$ cat src/rtl/sync_fifo_if.sv
// Producer/consumer handshake bundle for sync_fifo.
// The master side drives requests and write data; the slave side returns status and read data.
interface sync_fifo_if #(
  parameter int DATA_WIDTH = 16
);
  logic                  push;
  logic                  pop;
  logic [DATA_WIDTH-1:0] DataInput;
  logic                  full;
  logic                  empty;
  logic [DATA_WIDTH-1:0] DataOutput;

  modport master (
    output push, pop, DataInput,
    input  full, empty, DataOutput
  );

  modport slave (
    input  push, pop, DataInput,
    output full, empty, DataOutput
  );
endinterface

$ cat src/rtl/sync_fifo.sv
// Single-clock FIFO with a registered read port, occupancy-count flags and
// explicit pointer wrap so that any depth >= 2 works.
module sync_fifo #(
  parameter int DATA_WIDTH = 16,
  parameter int MEM_DEPTH  = 8
) (
  input  logic         clk,
  input  logic         reset,
  sync_fifo_if.slave   bus
);
  localparam int PTR_W = (MEM_DEPTH > 1) ? $clog2(MEM_DEPTH) : 1;
  localparam int CNT_W = $clog2(MEM_DEPTH + 1);

  logic [DATA_WIDTH-1:0] mem [MEM_DEPTH];
  logic [PTR_W-1:0]      wr_ptr;
  logic [PTR_W-1:0]      rd_ptr;
  logic [CNT_W-1:0]      count;
  logic [DATA_WIDTH-1:0] data_out;
  logic                  push_ok;
  logic                  pop_ok;

  // Compare against the last index rather than relying on natural overflow.
  function automatic logic [PTR_W-1:0] ptr_inc(input logic [PTR_W-1:0] p);
    return (p == PTR_W'(MEM_DEPTH - 1)) ? '0 : p + 1'b1;
  endfunction

  assign bus.empty      = (count == '0);
  assign bus.full       = (count == CNT_W'(MEM_DEPTH));
  assign bus.DataOutput = data_out;

  assign push_ok = bus.push & ~bus.full;
  assign pop_ok  = bus.pop  & ~bus.empty;

  // Storage is never cleared; the write is gated by reset so a push during
  // reset has no effect.
  always_ff @(posedge clk) begin
    if (reset && push_ok) begin
      mem[wr_ptr] <= bus.DataInput;
    end
  end

  always_ff @(posedge clk) begin
    if (!reset) begin
      wr_ptr   <= '0;
      rd_ptr   <= '0;
      count    <= '0;
      data_out <= '0;
    end else begin
      if (push_ok) begin
        wr_ptr <= ptr_inc(wr_ptr);
      end
      if (pop_ok) begin
        rd_ptr   <= ptr_inc(rd_ptr);
        data_out <= mem[rd_ptr];
      end
      if (push_ok && !pop_ok) begin
        count <= count + 1'b1;
      end else if (pop_ok && !push_ok) begin
        count <= count - 1'b1;
      end
    end
  end
endmodule

$ cat src/flat_wrapper.sv
// flat-port wrapper written by rule: the top's interface ports become plain ports
module sync_fifo_flat 
#(
  parameter int DATA_WIDTH = 16,
  parameter int MEM_DEPTH  = 8
)
  (clk, reset, bus_push, bus_pop, bus_DataInput, bus_full, bus_empty, bus_DataOutput);
  sync_fifo_if #(.DATA_WIDTH(DATA_WIDTH)) bus_i ();
  input  logic clk;
  input  logic reset;
  input wire logic [$bits(bus_i.push)-1:0] bus_push;
  input wire logic [$bits(bus_i.pop)-1:0] bus_pop;
  input wire logic [$bits(bus_i.DataInput)-1:0] bus_DataInput;
  output wire logic [$bits(bus_i.full)-1:0] bus_full;
  output wire logic [$bits(bus_i.empty)-1:0] bus_empty;
  output wire logic [$bits(bus_i.DataOutput)-1:0] bus_DataOutput;
  assign bus_i.push = bus_push;
  assign bus_i.pop = bus_pop;
  assign bus_i.DataInput = bus_DataInput;
  assign bus_full = bus_i.full;
  assign bus_empty = bus_i.empty;
  assign bus_DataOutput = bus_i.DataOutput;
  sync_fifo #(.DATA_WIDTH(DATA_WIDTH), .MEM_DEPTH(MEM_DEPTH)) u_core (.clk(clk), .reset(reset), .bus(bus_i));
endmodule
$ cat config.mk
export PLATFORM = sky130hd
export DESIGN_NAME = sync_fifo_flat
export DESIGN_NICKNAME = d
export VERILOG_FILES = /design/src/rtl/sync_fifo_if.sv /design/src/rtl/sync_fifo.sv /design/src/flat_wrapper.sv
export SDC_FILE = /design/constraint.sdc
export NUM_CORES = 1
export LEC_CHECK = 0
export CORE_MARGIN = 2
export CORE_UTILIZATION = 50
export CTS_CLUSTER_DIAMETER = 100
export DETAILED_ROUTE_END_ITERATION = 10
export PLACE_DENSITY_LB_ADDON = 0.2
export SYNTH_ARGS = -nofsm -noshare
export SYNTH_HDL_FRONTEND = slang
export SYNTH_SLANG_ARGS = --single-unit
$ cat constraint.sdc
create_clock -name clk -period 2.94 [get_ports clk]
set_input_delay 0.294 -clock clk [delete_from_list [all_inputs] [get_ports clk]]
set_output_delay 0.294 -clock clk [all_outputs]
set_load 0.05 [all_outputs]
# After elaboration in Yosys (flattened, before gate mapping)
# Memory sizes are Yosys's and may differ from the RTL's. A register that Yosys moved wholly into a read port is not among the register bits.
# Cells that the tools add are included.
# W data, S select, Z words.
word_totals:
  register_bits: 10
  mem_bits_rw: 128
  in_bits: 20
  out_inout_bits: 18
  word_cells: 29
  memories: 1
classes:
  add_sub_neg: 4
  eq_ne: 3
  n_mux: 6
  bitwise_logic: 4
  n_reduce_logical: 8
memory_table:
  columns: ["memory", "depth", "word_bits", "rd", "rd_ports_with_merged_regs", "write_ports", "line", "source"]
  rows:
  - ["u_core.mem", 8, 16, 1, 1, 1, "sync_fifo.sv:14", "logic [DATA_WIDTH-1:0] mem [MEM_DEPTH];"]
ops:
  columns: ["op", "count"]
  rows:
  - ["$mux W4", 2]
  - ["$add A3 B1 Y3 const B", 2]
  - ["$eq A3 B3 Y1 const B", 2]
  - ["$mux W3", 2]
  - ["$add A4 B1 Y4 const B", 1]
  - ["$eq A4 B4 Y1 const B", 1]
  - ["$logic_not A4 Y1", 1]
  - ["$sub A4 B1 Y4 const B", 1]
  - ["$logic_and A1 B1 Y1", 3]
  - ["$logic_not A1 Y1", 3]
  - ["$and A1 B1 Y1", 2]
  - ["$mux W1", 2]
  - ["$not A1 Y1", 2]
  - ["$reduce_bool A2 Y1", 1]

# Longest topological paths before layout
# Gate-level depths: netlist of the first run.
depth:
  word_depth: 7
  ltp_mapped: 9
  ltp_nobuf: 9

# Worst setup path after synthesis of the first run
# No wires, ideal clock.
synth_path:
  kind: "register to register"
  from: "register u_core.count[0]"
  to: "memory u_core.mem[4][0] (enable)"
  setup_time_ns: 0.409
  arrival_ns: 2.138
  t_required_ns: 2.531
  path_slack_ns: 0.393
  path_stages_with_launch: 5
  n_path_buf: 0
  synth_period_minus_slack_ns: 2.547
  cell_sequence: "dfxtp_1 nor3_1 a21boi_2 nand3_1 nor3_1"
synth_via:
  elab_chain_len: 6
synth_rtl:
  columns: ["item", "line", "source"]
  rows:
  - ["start, declared", "sync_fifo.sv:17", "logic [CNT_W-1:0] count;"]
  - ["start signal, assigned", "sync_fifo.sv:57", "count <= count + 1'b1;"]
  - ["start signal, assigned", "sync_fifo.sv:59", "count <= count - 1'b1;"]
  - ["$eq A4 B4 Y1", "sync_fifo.sv:28", "assign bus.full = (count == CNT_W'(MEM_DEPTH));"]
  - ["$not A1 Y1", "sync_fifo.sv:31", "assign push_ok = bus.push & ~bus.full;"]
  - ["$and A1 B1 Y1", "sync_fifo.sv:31", null]
  - ["named net u_core.push_ok", "sync_fifo.sv:19", "logic push_ok;"]
  - ["$logic_and A1 B1 Y1", "sync_fifo.sv:37", "if (reset && push_ok) begin"]
  - ["$mux W1", "sync_fifo.sv:37", null]
  - ["$mux W1 (implied by the code)", "sync_fifo.sv:38", "mem[wr_ptr] <= bus.DataInput;"]
  - ["end, declared", "sync_fifo.sv:14", null]
# The timed path passes the listed nets, and every way through them passes these cells.

# Worst setup path after layout of the first run
layout_path:
  from: "register u_core.count[0]"
  to: "output port bus_full"
layout_via:
  elab_chain_len: 1
layout_rtl:
  columns: ["item", "line", "source"]
  rows:
  - ["$eq A4 B4 Y1", "sync_fifo.sv:28", null]
  - ["end, declared", "flat_wrapper.sv:14", "output wire logic [$bits(bus_i.full)-1:0] bus_full;"]
# Every way passes these cells.

==> results of run 1 <==
## cells by family after synthesis
kind of cell | count (synthesis) | share of synthesized area
AO/OA/AOI/OAI | 41 | 0.0419
XOR/XNOR | 2 | 0.00299
adder cells (fa/ha/maj) | 8 | 0.0184
buffers and inverters | 17 | 0.0162
flip-flops | 154 | 0.746
multiplexers | 38 | 0.133
AND/OR/NAND/NOR | 51 | 0.0415
## stage by stage
| stage | cell area [um^2] | hold slack (ns) | total power, mW |
|---|---|---|---|
| after global routing | 7050 | 0.559 | 6.46 |
| after floorplan | 5850 | 0.393 | 3.78 |
| after global placement | 6490 | 0.495 | 4.21 |
| after CTS | 7050 | 0.525 | 6.26 |
| after detailed placement | 6490 | 0.507 | 4.23 |
| final | 7050 | 0.516 | 6.20 |
## sequential cells by signal, indices dropped and copies added, names as in the netlist
name and flops:
u_core.bus.DataOutput 16, u_core.wr_ptr 3, u_core.count 4, u_core.mem 128
u_core.rd_ptr 3
## area by class of cell
type                    instances  area, um^2
clock buffers                  22         484
clock inverters                10        73.8
fillers                       832        4370
inverters                       2        7.51
multi-input cells             140        1400
flip-flops and latches        154        4370
well taps                     143         179
repair buffers                 57         533
## Yosys cell counts
cell and n:
o21ai_0 17, nor4_1 1, nand3b_1 1, clkbuf_1 6
nand2_1 8, mux4_2 32, a31oi_1 1, nor2_1 23
nand2b_4 1, nand2b_1 3, edfxtp_1 128, a21boi_0 2
o22ai_1 15, and2_1 3, nand3_1 2, nor3_1 4
mux2i_1 6, fa_1 1, inv_1 2, buf_2 1
dfxtp_1 26, buf_6 2, buf_4 4, a21oi_1 3
xnor2_1 2, nor2b_1 5, buf_1 2, o41a_1 1
ha_1 7, a211oi_1 1, a21boi_2 1
## critical path, delay by kind of cell, from the launching register on
kind,cells,cell delay [ns]
buffers and inverters,1,0.79
and+or+nand+nor,2,0.46
DFF,1,0.38
## power groups by stage
stage / Combinational (mW) / Clock (mW) / Sequential (mW)
5_1_grt: 1.59 / 2.16 / 2.72
2_1_floorplan: 0.816 / 0 / 2.97
3_3_place_gp: 1.47 / 0 / 2.74
4_1_cts: 1.50 / 2.06 / 2.69
3_5_place_dp: 1.49 / 0 / 2.74
6_report: 1.48 / 2.03 / 2.69
## how the worst max path moves through the flow
| stage | startpoint | endpoint | slack (ns) |
|---|---|---|---|
| 2_1_floorplan | u_core.count[0] | u_core.mem[4][0] | 0.39 |
| 3_3_place_gp | bus_push | u_core.count[3] | 0.49 |
| 3_5_place_dp | bus_push | u_core.count[3] | 0.46 |
| 4_1_cts | u_core.count[0] | bus_full | 0.58 |
| 5_1_grt | u_core.count[0] | u_core.count[3] | 0.35 |
| 6_report | u_core.count[0] | bus_full | 0.61 |
## per-layer routing
layer  wire length, um  GRT usage  share of wire  vias to the layer above
met3               382     0.0454          0.035                       12
met4               142     0.0772          0.013                        0
met2              5520      0.302           0.51                       52
li1                  -          -              -                     1365
met1              4780      0.245           0.44                     1557
met5                 0          0              0                        -
==> impl_metrics.env, run 1 <==
export IMPL_cp_max_fo=6
export IMPL_dr_first_iter_drc_count=287
export IMPL_leakagePower_nw=2.34
export IMPL_grt_usage=0.186
export IMPL_hold_path_startpoint="u_core.bus.DataOutput[12]"
export IMPL_tightest_slew_ns=0.674
export IMPL_power_switching_mw=1.79
export IMPL_die_area_mm2=0.0126
export IMPL_arrival_ns=2.04
export IMPL_slew_headroom=0.549
export IMPL_clk_pin_slew_ns=0.06
export IMPL_instances_no_fill=528
export IMPL_yosys_cell_types_count=31
export IMPL_rsz0062_at_grt="no"
export IMPL_syn_nets=339
export IMPL_irDropWorstVdd_v=0.000596
export IMPL_drt_wl_total_mm=10.8
export IMPL_layout_drive_gt1_share=0.221
export IMPL_worst_path_max_delay_cell="clkdlybuf4s50_1"
export IMPL_antenna_left=0
export IMPL_num_antenna_cells=0
export IMPL_pwr_share_clk=0.327
export IMPL_combPwrFrac=0.239
export IMPL_clock_path_buffers=2
export IMPL_detailed_place_hpwl_mm=6.39
export IMPL_firstDrtPassIters=5
export IMPL_hp_class="register to register"
export IMPL_max_stage_delay_ns=0.79
export IMPL_fin_setup_tns_ns=0
export IMPL_reg2reg_slack_ns=0.61
export IMPL_final_util=0.617
export IMPL_yosysSeqAreaShare=0.746
export IMPL_path_cells="nor3_1 > and2_1 > clkdlybuf4s50_1"
export IMPL_crit_path_end_kind="output port"
export IMPL_status="finished clean"
export IMPL_cts_hold_buf=0
export IMPL_layout_commonest_cell="edfxtp_1"
export IMPL_intPower_mw=4.41
export IMPL_finalHoldViolations=0
export IMPL_ys_seq_elements=154
export IMPL_die_h_um=112
export IMPL_port_buffers=37
export IMPL_grt_pass1_wl_mm=17.0
export IMPL_slew_viol_final=0
export IMPL_yosys_area_top_type_share=0.657
export IMPL_timing_fmax_mhz=428
export IMPL_drc=0
export IMPL_place_gp_congestion=0.752
export IMPL_layout_common_cells="128 x edfxtp_1, 37 x clkdlybuf4s50_1, 32 x mux4_2, 25 x dfxtp_1, 23 x nor2_1"
export IMPL_criticalPathCategory="register to output port"
export IMPL_fin_crit_sh=0.794
export IMPL_coreArea_mm2=0.0114
export IMPL_dp_cells=496
export IMPL_syn_inst=311
export IMPL_cts_sinks=154
export IMPL_cts_root_buffer="clkbuf_16"
export IMPL_cp_start_kind="register"
export IMPL_avgViaCountPerCell=5.66
export IMPL_maxCapViolCount=0
export IMPL_row_count=39
export IMPL_cts_setup_buffers=0
export IMPL_period_needed_ns=2.33
export IMPL_grt_max_degree=34
export IMPL_yosys_top_cells_area="edfxtp_1 66%, mux4_2 12%, dfxtp_1 8.9%"
export IMPL_grt_pass1_vias=3018
export IMPL_synth_area_mm2=0.00585
export IMPL_swShare=0.288
export IMPL_avgSynthCellArea_um2=18.8
export IMPL_final_nets=400
export IMPL_setup_slack_ns=0.606
export IMPL_cp_required_ns=2.65
export IMPL_grt_overflow=0
export IMPL_yosysTopAreaCell="edfxtp_1"
export IMPL_r2r_end="u_core.count[3]"
export IMPL_start_util=0.513
export IMPL_reg2reg_depth=9
export IMPL_rr_startpoint="u_core.count[3]"
export IMPL_htree_levels=4
export IMPL_pre_cts_ws_ns=0.462
export IMPL_yosys_warnings=0
export IMPL_setup_viol=0
export IMPL_insertion_delay_ns=0.42
export IMPL_hold_depth=2
export IMPL_powerDensity_mw_per_mm2=880
export IMPL_avgRoutedWirePerCell_um=20.5
export IMPL_cts_buffers=17
export IMPL_ios=38
export IMPL_post_cts_resized=0
export IMPL_vias=2986
export IMPL_antenna_found_initial=0
export IMPL_cts_tree="yes"
export IMPL_holdPathEnd="u_core.bus.DataOutput[12]"
export IMPL_finClkSkew_ns=0.00689
export IMPL_seqPwrFrac=0.434
export IMPL_syn_to_final_growth_pct=20.4
export IMPL_dieWidth_um=112
No activity file was read; power rests on OpenSTA's default activity.
==> run 2: changes to the inputs <==
Clock period 2.94 ns to 1.9 ns, I/O delays scaled along.
==> run 2 against run 1 <==
Net effect: the run now ends with negative setup slack left; first-iteration DRC count shrank 12%; power increased by 62%; count of clock-buffer cells in the layout down 1; wire length is 5.8% higher; non-clock buffer count rose by 28; sequential cell count stayed put; combinational power grew 93%; clock skew up 0.0024 ns; sequential share of layout area shrank 2.9 points; hold slack worse by 0.015 ns.
==> impl_metrics.env, run 2 (synthesis results as in run 1) <==
export IMPL_period_needed_ns=2.07
export IMPL_seqCellArea_mm2=0.00437
export IMPL_criticalPathCategory="register to register"
export IMPL_avgViaCountPerCell=5.57
export IMPL_cp_max_fo=4
export IMPL_detailed_place_hpwl_mm=6.89
export IMPL_die_area_mm2=0.0126
export IMPL_grt_pass1_vias=3273
export IMPL_hold_path_startpoint="bus_DataInput[11]"
export IMPL_coreArea_mm2=0.0114
export IMPL_num_antenna_cells=0
export IMPL_crit_path_end_kind="register"
export IMPL_num_fill_cells=819
export IMPL_layout_drive_gt1_share=0.312
export IMPL_maxCapViolCount=0
export IMPL_place_gp_congestion=0.749
export IMPL_cts_root_buffer="clkbuf_16"
export IMPL_arrival_ns=2.41
export IMPL_final_util=0.648
export IMPL_rsz0062_at_grt="yes"
export IMPL_finalHoldViolations=0
export IMPL_firstDrtPassIters=4
export IMPL_violations="negative setup slack"
export IMPL_start_util=0.513
export IMPL_finClkSkew_ns=0.00934
export IMPL_grt_max_degree=23
export IMPL_vias=3095
export IMPL_cp_required_ns=2.24
export IMPL_htree_levels=4
export IMPL_setup_slack_ns=-0.171
export IMPL_tightest_slew_ns=0.511
export IMPL_port_buffers=37
export IMPL_setup_viol=3
export IMPL_reg2reg_depth=9
export IMPL_slew_headroom=0.658
export IMPL_design_area_mm2=0.00740
export IMPL_fin_setup_tns_ns=-0.300
export IMPL_reg2reg_slack_ns=-0.17
export IMPL_leakagePower_nw=2.50
export IMPL_irDropWorstVdd_v=0.000941
export IMPL_fin_crit_sh=1.09
export IMPL_status="complete, but fails checks"
export IMPL_dr_first_iter_drc_count=253
export IMPL_grt_usage=0.197
export IMPL_final_nets=428
export IMPL_avgRoutedWirePerCell_um=20.6
export IMPL_r2r_end="u_core.count[3]"
export IMPL_worstSetupEndpoint="u_core.count[3]"
export IMPL_powerDensity_mw_per_mm2=1360
export IMPL_antenna_left=0
export IMPL_hp_class="primary input to register"
export IMPL_clk_pin_slew_ns=0.06
export IMPL_row_count=39
export IMPL_critical_path_startpoint="u_core.count[3]"
export IMPL_dpl_instance_area_mm2=0.00667
export IMPL_cts_buffers=17
export IMPL_die_h_um=112
export IMPL_largest_reg_flops=128
export IMPL_ios=38
export IMPL_multi_input_area_mm2=0.00150
export IMPL_rr_startpoint="u_core.count[3]"
export IMPL_syn_to_final_growth_pct=26.5
export IMPL_grt_overflow=0
export IMPL_layout_commonest_cell="edfxtp_1"
export IMPL_grt_pass1_wl_mm=17.9
export IMPL_drt_wl_total_mm=11.4
export IMPL_cts_sinks=154
export IMPL_insertion_delay_ns=0.42
export IMPL_cts_hold_buf=0
export IMPL_dieWidth_um=112
export IMPL_drc=0
export IMPL_antenna_found_initial=0
export IMPL_slew_viol_final=0
export IMPL_clock_path_buffers=2
export IMPL_cp_start_kind="register"
export IMPL_layout_common_cells="128 x edfxtp_1, 37 x buf_4, 35 x clkdlybuf4s50_1, 32 x mux4_2, 22 x dfxtp_1"
export IMPL_cts_tree="yes"
export IMPL_timing_fmax_mhz=483
export IMPL_top_register="u_core.mem"
## run 2: worst min-delay path by stage
stage	depth (start not counted)	to	slack, ns
after floorplan	0	u_core.mem[0][0]	0.29
after global placement	2	u_core.bus.DataOutput[9]	0.50
after detailed placement	2	u_core.bus.DataOutput[6]	0.50
after CTS	1	u_core.mem[5][11]	0.48
after global routing	1	u_core.mem[0][10]	0.51
final	1	u_core.mem[5][11]	0.50
## run 2: stage by stage
step / cells / power, mW / hold slack [ns] / setup slack (ns)
6_report: 556 / 10.0 / 0.501 / -0.171
5_1_grt: 556 / 10.5 / 0.515 / -0.250
4_1_cts: 547 / 9.96 / 0.485 / -0.0712
3_5_place_dp: 515 / 6.75 / 0.505 / -0.215
3_3_place_gp: 515 / 6.72 / 0.497 / -0.160
2_1_floorplan: 311 / 5.89 / 0.289 / -0.227
## run 2: layout make-up
class / count / share of cell area
clock buffers: 21 / 0.0595
well taps: 143 / 0.0242
flip-flops and latches: 154 / 0.590
inverters: 2 / 0.00169
repair buffers: 85 / 0.108
multi-input cells: 140 / 0.202
clock inverters: 11 / 0.0140
## run 2: timing repair
action / in CTS / in global routing
setup buffers: 0 / 9
endpoints found under the setup margin: 2 / 119
pin swaps: 3 / 9
resized for setup: 10 / 21
## run 2: critical path: stages (launching register included)
cell and delay [ns]:
dfxtp_2 0.32, o41a_1 0.44, inv_2 0.10, ha_4 0.17, inv_6 0.04, ha_4 0.29
nand3_2 0.10, buf_4 0.15, a31oi_2 0.15, mux2i_1 0.23
## run 2: per-layer routing
layer,GRT usage,wire [um],vias up
met4,0.0797,141,0
met2,0.317,5760,75
li1,-,-,1420
met3,0.0535,563,14
met1,0.258,4980,1586
met5,0,0,-
## run 2: report_power, final
| part | total (mW) | internal [mW] | switching (mW) |
|---|---|---|---|
| logic | 2.85 | 1.32 | 1.53 |
| clock network | 3.12 | 1.90 | 1.21 |
| registers | 4.08 | 3.93 | 0.144 |
==> run 3: changes to the inputs <==
Settings changed: CAP_MARGIN set to 5.
==> results of run 3 <==
Same layout as run 2: the final DEF is identical, and so are final timing and power.
==> patch 1: new RTL, flow settings as in run 3 <==
`MEM_DEPTH` is set to 8 in 2 places; all go to 32.
--- a/src/rtl/sync_fifo.sv
+++ b/src/rtl/sync_fifo.sv
@@ -3,5 +3,5 @@
 module sync_fifo #(
   parameter int DATA_WIDTH = 16,
-  parameter int MEM_DEPTH  = 8
+  parameter int MEM_DEPTH  = 32
 ) (
   input  logic         clk,
--- a/src/flat_wrapper.sv
+++ b/src/flat_wrapper.sv
@@ -3,5 +3,5 @@
 #(
   parameter int DATA_WIDTH = 16,
-  parameter int MEM_DEPTH  = 8
+  parameter int MEM_DEPTH  = 32
 )
   (clk, reset, bus_push, bus_pop, bus_DataInput, bus_full, bus_empty, bus_DataOutput);
Formal check against the unedited RTL: not equivalent (Yosys sat finds a counterexample within 10 cycles, from zero or initial values and one cycle with reset low).
==> patch 1 against run 3 <==
The flow still finishes with violations (negative setup slack); setup slack got worse by 480 ps; power increased to 3.1 times the old value; wire length increased to 5.0 times the old value; sequential share of layout area increased by 0.51 points; sequential cell count increased by 390; cell count increased to 3.7 times the old value; synthesized area increased to 3.7 times the old value; final area increased to 3.6 times the old value; utilization decreased by 2.2 points; combinational power increased to 2.7 times the old value; critical path depth increased by 2; non-clock buffer count increased by 151; critical path type unchanged.
==> patch 1: results (changes against run 3) <==
finalPower_mw: 31.51  # +210%
drive_above_1_share_pct: 33.98  # +2.7 points
cts-resized-gates: 140  # +130
status: "complete, but fails checks"
grt_start_max_net_pins: 33  # +43%
hold_slack_ps: 446.4  # -54.19 ps
endpoint: "u_core.count[4]$_SDFFE_PN0P_"
reg2reg_from: "u_core.count[4]$_SDFFE_PN0P_"
place_area_um2: 23970  # +260%
dpl.hpwl_um: 33170  # +380%
post-place-ws_ps: -666.4  # -451.4 ps
clock_latency_ps: 600  # +180 ps
htree_num_levels: 2  # -2
synthTopCellsByArea: "edfxtp_1, mux4_2, mux2i_1"
ys_types: 65  # +110%
clock_path_buffers: 3  # +1
ff2ff_path_depth: 11  # +2
postCtsSetupRepairBufs: 27  # +27
finalClockSkew_ps: 18.44  # +9.095 ps
violations: "negative setup slack"
synth_edf_count: 512  # +300%
dr.pass1.iters: 5  # +1
drt-initial-drc-count: 1420  # +460%
worstPathArrival_ps: 3020  # +610 ps
synth_fa_ha_area_share_pct: 0.7827  # -1.1 points
relSlewSlack_pct: 56.39  # -9.5 points
path_max_fanout: 6  # +2
grt_pass1_wl_um: 82160  # +360%
synth_mux_area_share_pct: 13.32  # -0.016 points
finalSetupViolCount: 556  # +553
vias_per_cell: 6.046  # +8.6%
setup_ws_ps: -648.3  # -476.8 ps
p_switching_mw: 8.485  # +190%
netlist_top_cells_count: "edfxtp_1, mux2i_1, nor2_1, mux4_2, dfxtp_1"
final_nets: 1435  # +240%
hold_depth: 3  # +2
power_leakage_nw: 8.616  # +240%
cts_buffers: 53  # +36
vias: 12273  # +300%
place.gp.congestion: 0.8622  # +15%
largest_reg_flops: 512  # +300%
[patch 1: area by class of cell]
class | instances | area [um^2]
Timing Repair Buffer | 236 | 2537
Inverter | 13 | 66.31
Fill cell | 2986 | 16060
Sequential cell | 544 | 16030
Clock inverter | 26 | 219.0
Tap cell | 585 | 732.0
Multi-Input combinational cell | 554 | 5902
Clock buffer | 72 | 1440
[patch 1: layer usage]
layer	global-route usage (%)	vias up	part of all wire, %
li1	-	5261	-
met1	38.89	6288	43
met2	39.00	635	45
met3	4.874	89	9.0
met4	7.668	0	2.8
met5	0	-	0
[patch 1: critical path, delay by kind of cell (launching register included)]
kind / cells / cell delay, ps
compound gates: 3 / 690
xor+xnor: 1 / 70
fa+ha+maj: 2 / 480
buf+inv: 2 / 120
flops: 1 / 320
mux: 1 / 130
simple gates: 2 / 610
==> patch 2: new RTL, config.mk and constraints of run 3 <==
Made on the original files. Make the reset (`reset`) asynchronous in one clocked block.
--- a/src/rtl/sync_fifo.sv
+++ b/src/rtl/sync_fifo.sv
@@ -40,5 +40,5 @@
   end
 
-  always_ff @(posedge clk) begin
+  always_ff @(posedge clk or negedge reset) begin
     if (!reset) begin
       wr_ptr   <= '0;
Function: differs if reset is asserted again (counterexample within 4 cycles, from zero or initial values and one cycle with reset low); with reset held inactive, the same outputs for 10 cycles.
==> patch 2 against run 3 <==
The run still ends with negative setup slack left; power is 23% higher; synthesized area is 4.2% higher; highest routed layer unchanged; critical path depth is 2 lower; utilization is 0.40 points higher; sequential cell count stayed put; wire length is 6.0% higher; setup slack worse by 8.1 ps; largest power group is now combinational logic; combinational power is 60% higher; largest cell class unchanged; final area is 5.4% higher.
==> patch 2: results (changes against run 3) <==
antenna_cells: 0  # unchanged
slowest_stage: "dfrtp_2"
top_register: "u_core.mem"
grt_start_max_net_pins: 44  # +91%
relSlewSlack_pct: 59.09  # -6.8 points
synthTopCellsByArea: "edfxtp_1, dfrtp_1, mux2_2"
peakVddDrop_mv: 0.7957  # -15%
violations: "negative setup slack"
antenna_found_initial: 0  # unchanged
place.port_buffers: 37  # unchanged
ys.flop_type: "edfxtp_1"
vias_per_cell: 5.658  # +1.6%
grt_usage_pct: 20.15  # +0.48 points
yosysWarnings: 0  # unchanged
setup_tns_ps: -438.3  # -138.5 ps
drt-initial-drc-count: 177  # -30%
cts_root_buf: "clkbuf_16"
largest_reg_flops: 128  # unchanged
path_clk_slew_ps: 60  # about the same
clock_path_buffers: 2  # unchanged
place_area_um2: 7124  # +6.8%
ys_types: 33  # +6.5%
status: "complete, but fails checks"
final_nets: 467  # +9.1%
htree_num_levels: 4  # unchanged
finalSetupViolCount: 3  # unchanged
nFillCells: 842  # +2.8%
worstPathArrival_ps: 2380  # -30 ps
synth_nets: 383  # +13%
async_flop_share_pct: 16.88  # +17 points
power_leakage_nw: 2.780  # +11%
critPathMaxStageDelay_ps: 440  # about the same
holdCritPathClass: "register to register"
dr.pass1.iters: 4  # unchanged
setup_ws_ps: -179.5  # -8.075 ps
drive_above_1_share_pct: 29.87  # -1.4 points
post-place-ws_ps: -235.1  # -20.15 ps
grt_pass1_wl_um: 18800  # +4.8%
cts_buffers: 17  # unchanged
synth_edf_count: 128  # unchanged
ys_seq_area_share_pct: 73.67  # -0.89 points
clock_latency_ps: 420  # about the same
path_max_fanout: 3  # -1
netlist_top_cells_count: "edfxtp_1, mux2_2, mux2i_1, dfrtp_1, nand2_1"
place.gp.congestion: 0.7365  # -1.6%
finalClockSkew_ps: 8.793  # -0.5475 ps
routed_wirelength_um: 12140  # +6.0%
dpl.hpwl_um: 7500  # +8.9%
grt_pass1_vias: 3391  # +3.6%
-- patch 2: final timing paths --
path | from | endpoint | slack (ps) | cells past startpoint
min in group asynchronous | reset | u_core.wr_ptr[1]$_DFFE_PN0P_ | 530 | 2
max reg2reg | u_core.count[1]$_DFFE_PN0P_ | u_core.count[1]$_DFFE_PN0P_ | -180 | 7
min | u_core.bus.DataOutput[1]$_DFFE_PN0P_ | u_core.bus.DataOutput[1]$_DFFE_PN0P_ | 480 | 2
max in group asynchronous | reset | u_core.rd_ptr[0]$_DFFE_PN0P_ | 730 | 3
min reg2reg | u_core.bus.DataOutput[1]$_DFFE_PN0P_ | u_core.bus.DataOutput[1]$_DFFE_PN0P_ | 480 | 2
max | u_core.count[1]$_DFFE_PN0P_ | u_core.count[1]$_DFFE_PN0P_ | -180 | 7
-- patch 2: per-layer routing --
layer	share of wire, %	GRT usage (%)
met3	5.0	5.611
met5	0	0
met2	49	32.23
met1	45	26.93
met4	1.4	6.667
-- patch 2: final cells by class --
cell class / instances / area [um^2] / share of cell area [%]
Clock buffer: 19 / 432.9 / 5.548
Inverter: 1 / 8.758 / 0.1122
Clock inverter: 13 / 152.6 / 1.956
Multi-Input combinational cell: 182 / 1647 / 21.10
Sequential cell: 154 / 4497 / 57.62
Timing Repair Buffer: 83 / 882.1 / 11.30
Tap cell: 147 / 183.9 / 2.357
-- patch 2: logic make-up after synthesis --
logic type | count (synthesis) | synth area share, %
AND/OR/NAND/NOR | 45 | 3.282
AO/OA/AOI/OAI | 56 | 6.460
multiplexers | 71 | 12.43
flip-flops | 154 | 73.67
buffers and inverters | 19 | 2.112
adder cells (fa/ha/maj) | 8 | 1.764
XOR/XNOR | 2 | 0.2872
-- patch 2: worst max-delay path: cells and delay by family, from the launching register on --
kind          cells  cell delay [ps]
fa+ha+maj         2              590
buf+inv           2              170
flops             1              440
mux               1              270
simple gates      2              480
-- patch 2: repair_timing --
item,4_1_cts,5_1_grt
pin swaps,2,2
setup buffers,0,3
endpoints found under the hold margin,1,0
setup endpoints to repair,131,86
hold buffers,1,0
gates resized for setup,4,8
-- patch 2: report_power, final --
| part | internal, mW | switching [mW] |
|---|---|---|
| combinational | 2.05 | 2.50 |
| clock | 2.05 | 1.27 |
| sequential | 4.18 | 0.308 |
| total | 8.28 | 4.07 |
-- patch 2: stage by stage --
| stage | hold slack [ps] | instances | utilization [%] |
|---|---|---|---|
| after CTS | 485.6 | 596 | 64.70 |
| after global placement | 402.2 | 563 | 59.56 |
| after detailed placement | 395.5 | 563 | 59.56 |
| after global routing | 498.0 | 599 | 65.24 |
| final | 479.2 | 599 | 65.24 |
| after floorplan | -105.6 | 355 | - |
